===== src/rtl/sd_emmc_dat_tx_ddr.sv =====
// DDR DAT-line write framer: preamble, start bit, payload, per-line/per-edge CRC16, end bit.
// Output words carry rising-edge bits in the low half and falling-edge bits in the high half.
module sd_emmc_dat_tx_ddr #(
    parameter int DATA_WIDTH = 4,
    parameter int BLK_BYTES  = 512
) (
    input  logic                    clk,
    input  logic                    rst_n,
    input  logic                    start,
    input  logic [15:0]             blk_num,
    input  logic                    abort,
    input  logic [2*DATA_WIDTH-1:0] s_data,
    input  logic                    s_valid,
    output logic                    s_ready,
    input  logic                    blk_ack,
    output logic [2*DATA_WIDTH-1:0] ddr_d,
    output logic                    ddr_oe,
    output logic                    ddr_clk_en,
    output logic                    busy,
    output logic                    blk_done,
    output logic                    done
);

    localparam int W  = DATA_WIDTH;
    localparam int NB = BLK_BYTES * 8 / (2 * W);
    localparam int BW = $clog2(NB + 1);

    typedef enum logic [2:0] {
        S_IDLE, S_PRE, S_START, S_DATA, S_CRC, S_END, S_WAIT
    } state_t;

    state_t              state_q, state_d;
    logic [15:0]         cnt_q, cnt_d;
    logic [BW-1:0]       beat_q, beat_d;
    logic [3:0]          crc_i_q, crc_i_d;
    logic                wait_entry_q, wait_entry_d;
    logic [W-1:0][15:0]  crc_rise_q, crc_rise_d;
    logic [W-1:0][15:0]  crc_fall_q, crc_fall_d;
    logic [2*W-1:0]      ddr_d_q, ddr_d_d;
    logic                ddr_oe_q, ddr_oe_d;
    logic                clk_en_q, clk_en_d;
    logic                busy_q, busy_d;
    logic                blk_done_q, blk_done_d;
    logic                done_q, done_d;
    logic [15:0]         rem_blks;

    function automatic logic [15:0] crc16_step(input logic [15:0] c, input logic b);
        logic fb;
        fb = c[15] ^ b;
        return {c[14:0], 1'b0} ^ (fb ? 16'h1021 : 16'h0000);
    endfunction

    // A beat transfers on any clock where s_valid and s_ready are both high;
    // s_ready depends only on state, never on s_valid.
    assign s_ready  = (state_q == S_DATA);
    // The decrement lands on the WAIT entry cycle, so an ack there must see it already applied.
    assign rem_blks = wait_entry_q ? cnt_q - 16'd1 : cnt_q;

    always_comb begin
        state_d      = state_q;
        cnt_d        = cnt_q;
        beat_d       = beat_q;
        crc_i_d      = crc_i_q;
        wait_entry_d = 1'b0;
        crc_rise_d   = crc_rise_q;
        crc_fall_d   = crc_fall_q;
        ddr_d_d      = ddr_d_q;
        ddr_oe_d     = ddr_oe_q;
        clk_en_d     = 1'b1;
        busy_d       = busy_q;
        blk_done_d   = 1'b0;
        done_d       = 1'b0;
        case (state_q)
            S_IDLE: begin
                if (start && blk_num != 16'd0) begin
                    state_d = S_PRE;
                    busy_d  = 1'b1;
                    cnt_d   = blk_num;
                end
            end
            S_PRE: begin
                ddr_oe_d   = 1'b1;
                ddr_d_d    = '1;
                crc_rise_d = '0;
                crc_fall_d = '0;
                beat_d     = '0;
                state_d    = S_START;
            end
            S_START: begin
                ddr_d_d = '0;
                state_d = S_DATA;
            end
            S_DATA: begin
                if (s_valid) begin
                    ddr_d_d = {s_data[W-1:0], s_data[2*W-1:W]};
                    for (int n = 0; n < W; n++) begin
                        crc_rise_d[n] = crc16_step(crc_rise_q[n], s_data[W+n]);
                        crc_fall_d[n] = crc16_step(crc_fall_q[n], s_data[n]);
                    end
                    beat_d = beat_q + BW'(1);
                    if (beat_q == BW'(NB - 1)) begin
                        state_d = S_CRC;
                        crc_i_d = 4'd0;
                    end
                end else begin
                    clk_en_d = 1'b0;
                end
            end
            S_CRC: begin
                // Registers shift out MSB first; they are cleared again in PRE.
                for (int n = 0; n < W; n++) begin
                    ddr_d_d[n]    = crc_rise_q[n][15];
                    ddr_d_d[W+n]  = crc_fall_q[n][15];
                    crc_rise_d[n] = {crc_rise_q[n][14:0], 1'b0};
                    crc_fall_d[n] = {crc_fall_q[n][14:0], 1'b0};
                end
                crc_i_d = crc_i_q + 4'd1;
                if (crc_i_q == 4'd15) state_d = S_END;
            end
            S_END: begin
                ddr_d_d      = '1;
                wait_entry_d = 1'b1;
                state_d      = S_WAIT;
            end
            S_WAIT: begin
                cnt_d = rem_blks;
                if (wait_entry_q) begin
                    ddr_oe_d   = 1'b0;
                    ddr_d_d    = '1;
                    blk_done_d = 1'b1;
                end
                if (blk_ack) begin
                    if (rem_blks != 16'd0) begin
                        state_d = S_PRE;
                    end else begin
                        state_d = S_IDLE;
                        busy_d  = 1'b0;
                        done_d  = 1'b1;
                    end
                end
            end
            default: state_d = S_IDLE;
        endcase
        if (abort) begin
            state_d      = S_IDLE;
            ddr_oe_d     = 1'b0;
            ddr_d_d      = '1;
            clk_en_d     = 1'b1;
            busy_d       = 1'b0;
            blk_done_d   = 1'b0;
            done_d       = 1'b0;
            wait_entry_d = 1'b0;
        end
    end

    always_ff @(posedge clk or negedge rst_n) begin
        if (!rst_n) begin
            state_q      <= S_IDLE;
            cnt_q        <= '0;
            beat_q       <= '0;
            crc_i_q      <= '0;
            wait_entry_q <= 1'b0;
            crc_rise_q   <= '0;
            crc_fall_q   <= '0;
            ddr_d_q      <= '1;
            ddr_oe_q     <= 1'b0;
            clk_en_q     <= 1'b1;
            busy_q       <= 1'b0;
            blk_done_q   <= 1'b0;
            done_q       <= 1'b0;
        end else begin
            state_q      <= state_d;
            cnt_q        <= cnt_d;
            beat_q       <= beat_d;
            crc_i_q      <= crc_i_d;
            wait_entry_q <= wait_entry_d;
            crc_rise_q   <= crc_rise_d;
            crc_fall_q   <= crc_fall_d;
            ddr_d_q      <= ddr_d_d;
            ddr_oe_q     <= ddr_oe_d;
            clk_en_q     <= clk_en_d;
            busy_q       <= busy_d;
            blk_done_q   <= blk_done_d;
            done_q       <= done_d;
        end
    end

    assign ddr_d      = ddr_d_q;
    assign ddr_oe     = ddr_oe_q;
    assign ddr_clk_en = clk_en_q;
    assign busy       = busy_q;
    assign blk_done   = blk_done_q;
    assign done       = done_q;

endmodule

===== config.mk =====
export PLATFORM = sky130hd
export DESIGN_NAME = sd_emmc_dat_tx_ddr
export DESIGN_NICKNAME = d
export VERILOG_FILES = /design/src/rtl/sd_emmc_dat_tx_ddr.sv
export SDC_FILE = /design/constraint.sdc
export NUM_CORES = 1
export LEC_CHECK = 0
export BUFFER_PORTS_ARGS = -buffer_cell sky130_fd_sc_hd__buf_2
export CAP_MARGIN = 15
export CORE_MARGIN = 1
export CORE_UTILIZATION = 55
export DETAILED_ROUTE_END_ITERATION = 12
export PLACE_DENSITY = 0.76
export SYNTH_ARGS = -nofsm -noshare
export SYNTH_HDL_FRONTEND = slang
export SYNTH_SLANG_ARGS = --single-unit

===== constraint.sdc =====
create_clock -name clk -period 2.4 [get_ports clk]
set_clock_uncertainty 0.15 [all_clocks]
set_input_delay 0.24 -clock clk [delete_from_list [all_inputs] [get_ports clk]]
set_output_delay 0.24 -clock clk [all_outputs]
set_load 0.02 [all_outputs]

======== Word-level counts from Yosys, hierarchy flattened ========
Index checks and enable logic that the tools add are counted.
cells by class
  muxes and demuxes ....................... 52
  eq/ne operators ......................... 18
  bitwise gates (word level) .............. 16
  add/sub/neg operators ................... 3
  reductions and logical operators ........ 20
operators with widths
  kind                                                number
  one-hot mux 64 bit (3 select lines)                 2
  2-to-1 mux 64 bit                                   2
  bitwise XOR 16 x 13 -> 16 bit                       8
  2-to-1 mux 13 bit                                   8
  one-hot mux 8 bit (5 select lines)                  1
  2-to-1 mux 16 bit                                   2
  one-hot mux 16 bit (2 select lines)                 1
  nonzero test 16 bit                                 2
  2-to-1 mux 8 bit                                    3
  one-hot mux 3 bit (7 select lines)                  1
  one-hot mux 10 bit (2 select lines)                 1
  2-to-1 mux 1 bit                                    19
  2-to-1 mux 3 bit                                    6
  inequality test 3 bit, second input constant        6
  subtractor 16 x 1 -> 16 bit, second input constant  1
  adder 10 x 1 -> 10 bit, second input constant       1
  == test 10 x 9 -> 1 bit, second input constant      1
  2-to-1 mux 10 bit                                   1
  == test 3 bit, second input constant                3
  nonzero test 3 bit                                  3
  2-to-1 mux 4 bit                                    2
  one-hot mux 4 bit (2 select lines)                  1
  AND reduction 2 bit                                 4
  bitwise XOR 1 bit                                   8
  16 further kinds                                    22
word-level totals
  input port bits ......................... 30
  register bits after elaboration ......... 175
  output and inout port bits .............. 14
  word-level logic and storage cells ...... 128

======== Depth between registers and ports, before layout ========
  depth after elaboration ................. 7
  depth in mapped cells ................... 11

======== Worst setup path before layout ========
No wires, ideal clock.
  kind .................................... register to register
  start point ............................. register cnt_q[0]
  end point ............................... register done_q (netlist: done)
  required time ........................... 2.169 ns
  path slack .............................. 0.142 ns
  path buffers ............................ 1
  data arrival time ....................... 2.027 ns
  cell stages (with the launch flop) ...... 8
  path through ............................ dfrtp_1 > buf_6 > nor4b_4 > nand3_2 > or4_1 > xor2_1 > and4_4 > nor3b_2
on the way
  cells in the longest elaborated chain, start to end .. 7
RTL lines
  what                         RTL line  RTL
  start, declared              33        logic [15:0] cnt_q, cnt_d;
  start signal, assigned       173       cnt_q <= cnt_d;
  subtractor 16 x 1 -> 16 bit  57        assign rem_blks = wait_entry_q ? cnt_q - 16'd1 : cnt_q;
  2-to-1 mux 16 bit (*)        57
  nonzero test 16 bit (*)      133       if (rem_blks != 16'd0) begin
  2-to-1 mux 1 bit (*)         133
  2-to-1 mux 1 bit (*)         132       if (blk_ack) begin
  2-to-1 mux 1 bit (*)         73        case (state_q)
  2-to-1 mux 1 bit (*)         144       if (abort) begin
  net done_d                   44        logic done_q, done_d;
  end signal, assigned         184       done_q <= done_d;
  end, declared                44
Mark *: on every way through the listed nets, which the timed path passes. The rest lies on a longest branch.
A chain may end at the register's enable or synchronous reset.

======== Final worst setup path ========
  start point ............................. input blk_num[14]
  end point ............................... register cnt_q[0]
on the way
  cells in the longest elaborated chain, start to end .. 4
RTL lines
  what                                    RTL line  RTL
  start, declared                         10        input logic [15:0] blk_num,
  nonzero test 16 bit                     75        if (start && blk_num != 16'd0) begin
  logical AND 1 bit                       75
  inequality test 2 bit (no source line)  -
  AND reduction 2 bit (no source line)    -
No other way between the ends.

==> flow_metrics.env <==
export IMPL_status="complete, no violations"
export IMPL_layout_drive_gt1_share=0.143
export IMPL_rsz0062_at_grt="true"
export IMPL_final_net_count=1006
export IMPL_worstPathCellList="dlygate4sd3_1, buf_2, nor4_1, nand4_1, nand3_1, nand2_1, o21a_1, o221a_2"
export IMPL_vdd_drop_max_mv=0.674
export IMPL_detail_route_wirelength_um=17800
export IMPL_netlist_area_leader_share=0.521
export IMPL_synthArstFlopShare=1.00
export IMPL_grt_first_pass_wirelength_um=29000
export IMPL_route_detailed_vias_per_inst=5.62
export IMPL_place_port_buffers=43
export IMPL_cts_buffers=17
export IMPL_hold_violations=0
export IMPL_rows=43
export IMPL_drt_initial_drc_count=542
export IMPL_firstDrtPassIters=5
export IMPL_yosys_register_bits=175
export IMPL_initial_antenna_violation_count=0
export IMPL_setup_viol_count_final=0
export IMPL_synthMostInstantiatedCell="nand2_1"
export IMPL_synth_unique_cells=54
export IMPL_sequential_cell_area_fraction_in_the_yosys_report=0.551
export IMPL_routed_wire_length_per_instance_um=15.3
export IMPL_critical_path_source="blk_num[14]"
export IMPL_synth_edf_count=0
export IMPL_number_of_h_tree_levels=4
export IMPL_synth_area_leader_cell="dfrtp_1"
export IMPL_total_via_count_after_detailed_routing=6549
export IMPL_floorplan_die_width_um=122
export IMPL_critical_path_max_stage_delay_ns=0.55
export IMPL_syn_to_final_growth_pct=18.1
export IMPL_yosys_most_used_dff="dfrtp_1"
export IMPL_timing_max_cap_violations=0
export IMPL_hpwl_um=10600
export IMPL_cts_sink_count=175
export IMPL_timing_reg2reg_worst_path_depth=6
export IMPL_period_needed_ns=2.34
export IMPL_core_area_mm2=0.0140
export IMPL_max_clock_path_buffers=2
export IMPL_floorplan_die_height_um=122
export IMPL_clk_transition_reported_paths_ns=0.07
export IMPL_globalRoute_busiestLayer="met2"
export IMPL_timing_max_slew_rel_slack=0.388
export IMPL_crit_path_top_delay_cell="dlygate4sd3_1"
export IMPL_global_route_usage_met2=0.381
export IMPL_worstSetupEndpoint="cnt_q[0]"
export IMPL_number_of_global_route_vias_before_repair=6025
export IMPL_slew_violations=0
export IMPL_syn_mean_instance_area_um2=8.74
export IMPL_gr_usage_met3=0.0572
export IMPL_power_leakage_nw=4.07
export IMPL_n_antenna_cell=0
export IMPL_hold_path_class="in -> reg"
export IMPL_timing_critical_path_arrival_ns=2.51
export IMPL_worstSkewPairLatency_ns=0.43
export IMPL_synthesis_yosys_warnings=0
export IMPL_postSynthCellCount=911
export IMPL_crit_path_end_kind="register"
export IMPL_clk_root_buffer_cell="clkbuf_16"
export IMPL_cp_start_kind="input port"
export IMPL_layout_cells_non_filler=1166
export IMPL_top_level_ports=44
export IMPL_initial_core_utilization=0.569
export IMPL_synth_cell_area_mm2=0.00797
export IMPL_path_class="in -> reg"
export IMPL_worst_hold_launch="s_data[4]"
export IMPL_detail_route_drc_violations=0
export IMPL_route_antenna_remaining_nets=0
export IMPL_grt_max_degree=177
export IMPL_dieArea_mm2=0.0150
export IMPL_grt_met1_usage=0.351
export IMPL_synthTopCellsByCount="nand2_1 (261), dfrtp_1 (166), o21ai_0 (139)"
export IMPL_grtUsageTotal=0.250
export IMPL_dp_cells=1107
export IMPL_post_layout_total_power_w=0.00887
export IMPL_cp_data_required_time_ns=2.57
export IMPL_reg2reg_from="cnt_q[1]"
export IMPL_yosys_top_cells_area="dfrtp_1 (52%), nand2_1 (12%), o21ai_0 (8.7%), nor2_1 (3.7%), a21oi_1 (3.2%)"
export IMPL_tritoncts="built"
export IMPL_fin_setup_tns_ns=0
export IMPL_max_freq_mhz=427
export IMPL_r2r_end="done"
export IMPL_place_gp_congestion=0.945
export IMPL_post_route_period_util=0.976
export IMPL_reg2reg_setup_slack_ns=0.09
export IMPL_power_density_over_cell_area_mw_per_mm2=942
export IMPL_timing_critical_path_fanout_max=12
export IMPL_postSynthNetCount=944
export IMPL_gr_total_overflow=0
export IMPL_tightestPinTransition_ns=0.916
critical path, delay by kind of cell:
kind	cells	cell delay (ns)
AND/OR/NAND/NOR	4	1.11
AO/OA/AOI/OAI	2	0.47
buffers and inverters	2	0.69
layout by cell type (no fill, tap or decap), types with 3 or more instances in the layout:
| cell type | instances |
|---|---|
| o22ai_1 | 5 |
| buf_12 | 4 |
| nand3_1 | 16 |
| a221oi_1 | 9 |
| buf_2 | 42 |
| dfrtp_2 | 3 |
| dfrtp_1 | 163 |
| buf_4 | 30 |
| nand2_1 | 260 |
| clkbuf_16 | 18 |
| mux2i_1 | 4 |
| inv_6 | 4 |
| ha_1 | 3 |
| nor2b_1 | 3 |
| nor2_1 | 77 |
| a311oi_1 | 6 |
| xor2_1 | 15 |
| inv_1 | 7 |
| o31ai_1 | 3 |
| clkinvlp_4 | 3 |
| o21ai_0 | 139 |
| dfstp_2 | 9 |
| xnor2_1 | 3 |
| nor4_1 | 8 |
| dlygate4sd3_1 | 25 |
| a21oi_1 | 50 |
| nor3_1 | 6 |
| nand2b_1 | 8 |
| nand4_1 | 4 |
how the worst min path moves through the flow:
stage	endpoint	slack (ns)	cells past startpoint
detailed placement	cnt_q[0]	0.07	1
finish	ddr_d[0]	0.01	3
global placement	cnt_q[1]	0.07	1
floorplan	beat_q[0]	-0.21	0
global route	ddr_d[0]	0.02	3
CTS	cnt_q[6]	0.002	3
cells by family after synthesis:
logic type	share of synthesized area
DFF	0.551
muxes	0.00785
adders and majority gates	0.00471
xor gates and xnor gates	0.0198
buffers and inverters	0.0349
and+or+nand+nor	0.220
AOI/OAI and AO/OA	0.162
state kept, by name, indices dropped and copies added (netlist names):
| register | cells |
|---|---|
| ddr_clk_en | 1 |
| crc_i_q | 4 |
| done | 1 |
| ddr_oe | 1 |
| state_q | 3 |
| wait_entry_q | 1 |
| ddr_d | 8 |
| cnt_q | 16 |
| crc_rise_q | 64 |
| beat_q | 10 |
| busy | 1 |
| blk_done | 1 |
| crc_fall_q | 64 |
metrics by stage:
stage	utilization	worst slack, ns	hold WS (ns)	instance area [um^2]
CTS	0.667	0.00377	0.00220	9330
floorplan	-	0.142	-0.206	7970
detailed placement	0.607	-0.0527	0.0690	8490
finish	0.673	0.0578	0.0125	9410
global route	0.673	-0.0301	0.0152	9410
global placement	0.607	0.0450	0.0706	8490
where the power goes:
group          leakage (nW)  total (W)  internal, W  switching (W)
Clock                 0.281    0.00278      0.00160        0.00118
Sequential             2.32    0.00393      0.00351       0.000416
Combinational          1.47    0.00216     0.000782        0.00138
Total                  4.07    0.00887      0.00590        0.00297
metal layers:
layer,up-vias,share of wire
met4,0,0.013
met3,22,0.046
met2,143,0.47
li1,3204,-
met5,-,0
met1,3180,0.48
final cells by class:
type | count | area [um^2]
Fill cell | 1122 | 4580
Sequential cell | 175 | 4390
Multi-Input combinational cell | 668 | 3340
Timing Repair Buffer | 104 | 830
Clock buffer | 21 | 460
Tap cell | 180 | 225
Clock inverter | 11 | 131
Inverter | 7 | 26.3
repair_timing:
item,CTS,global route
endpoints found under the hold margin,81,0
pin swaps,0,1
hold buffers,25,0
endpoints found under the setup margin,3,41
resized for setup,2,9
buffers inserted,0,1
cloned,0,1
Note: power is estimated with default switching activity, not from simulation.
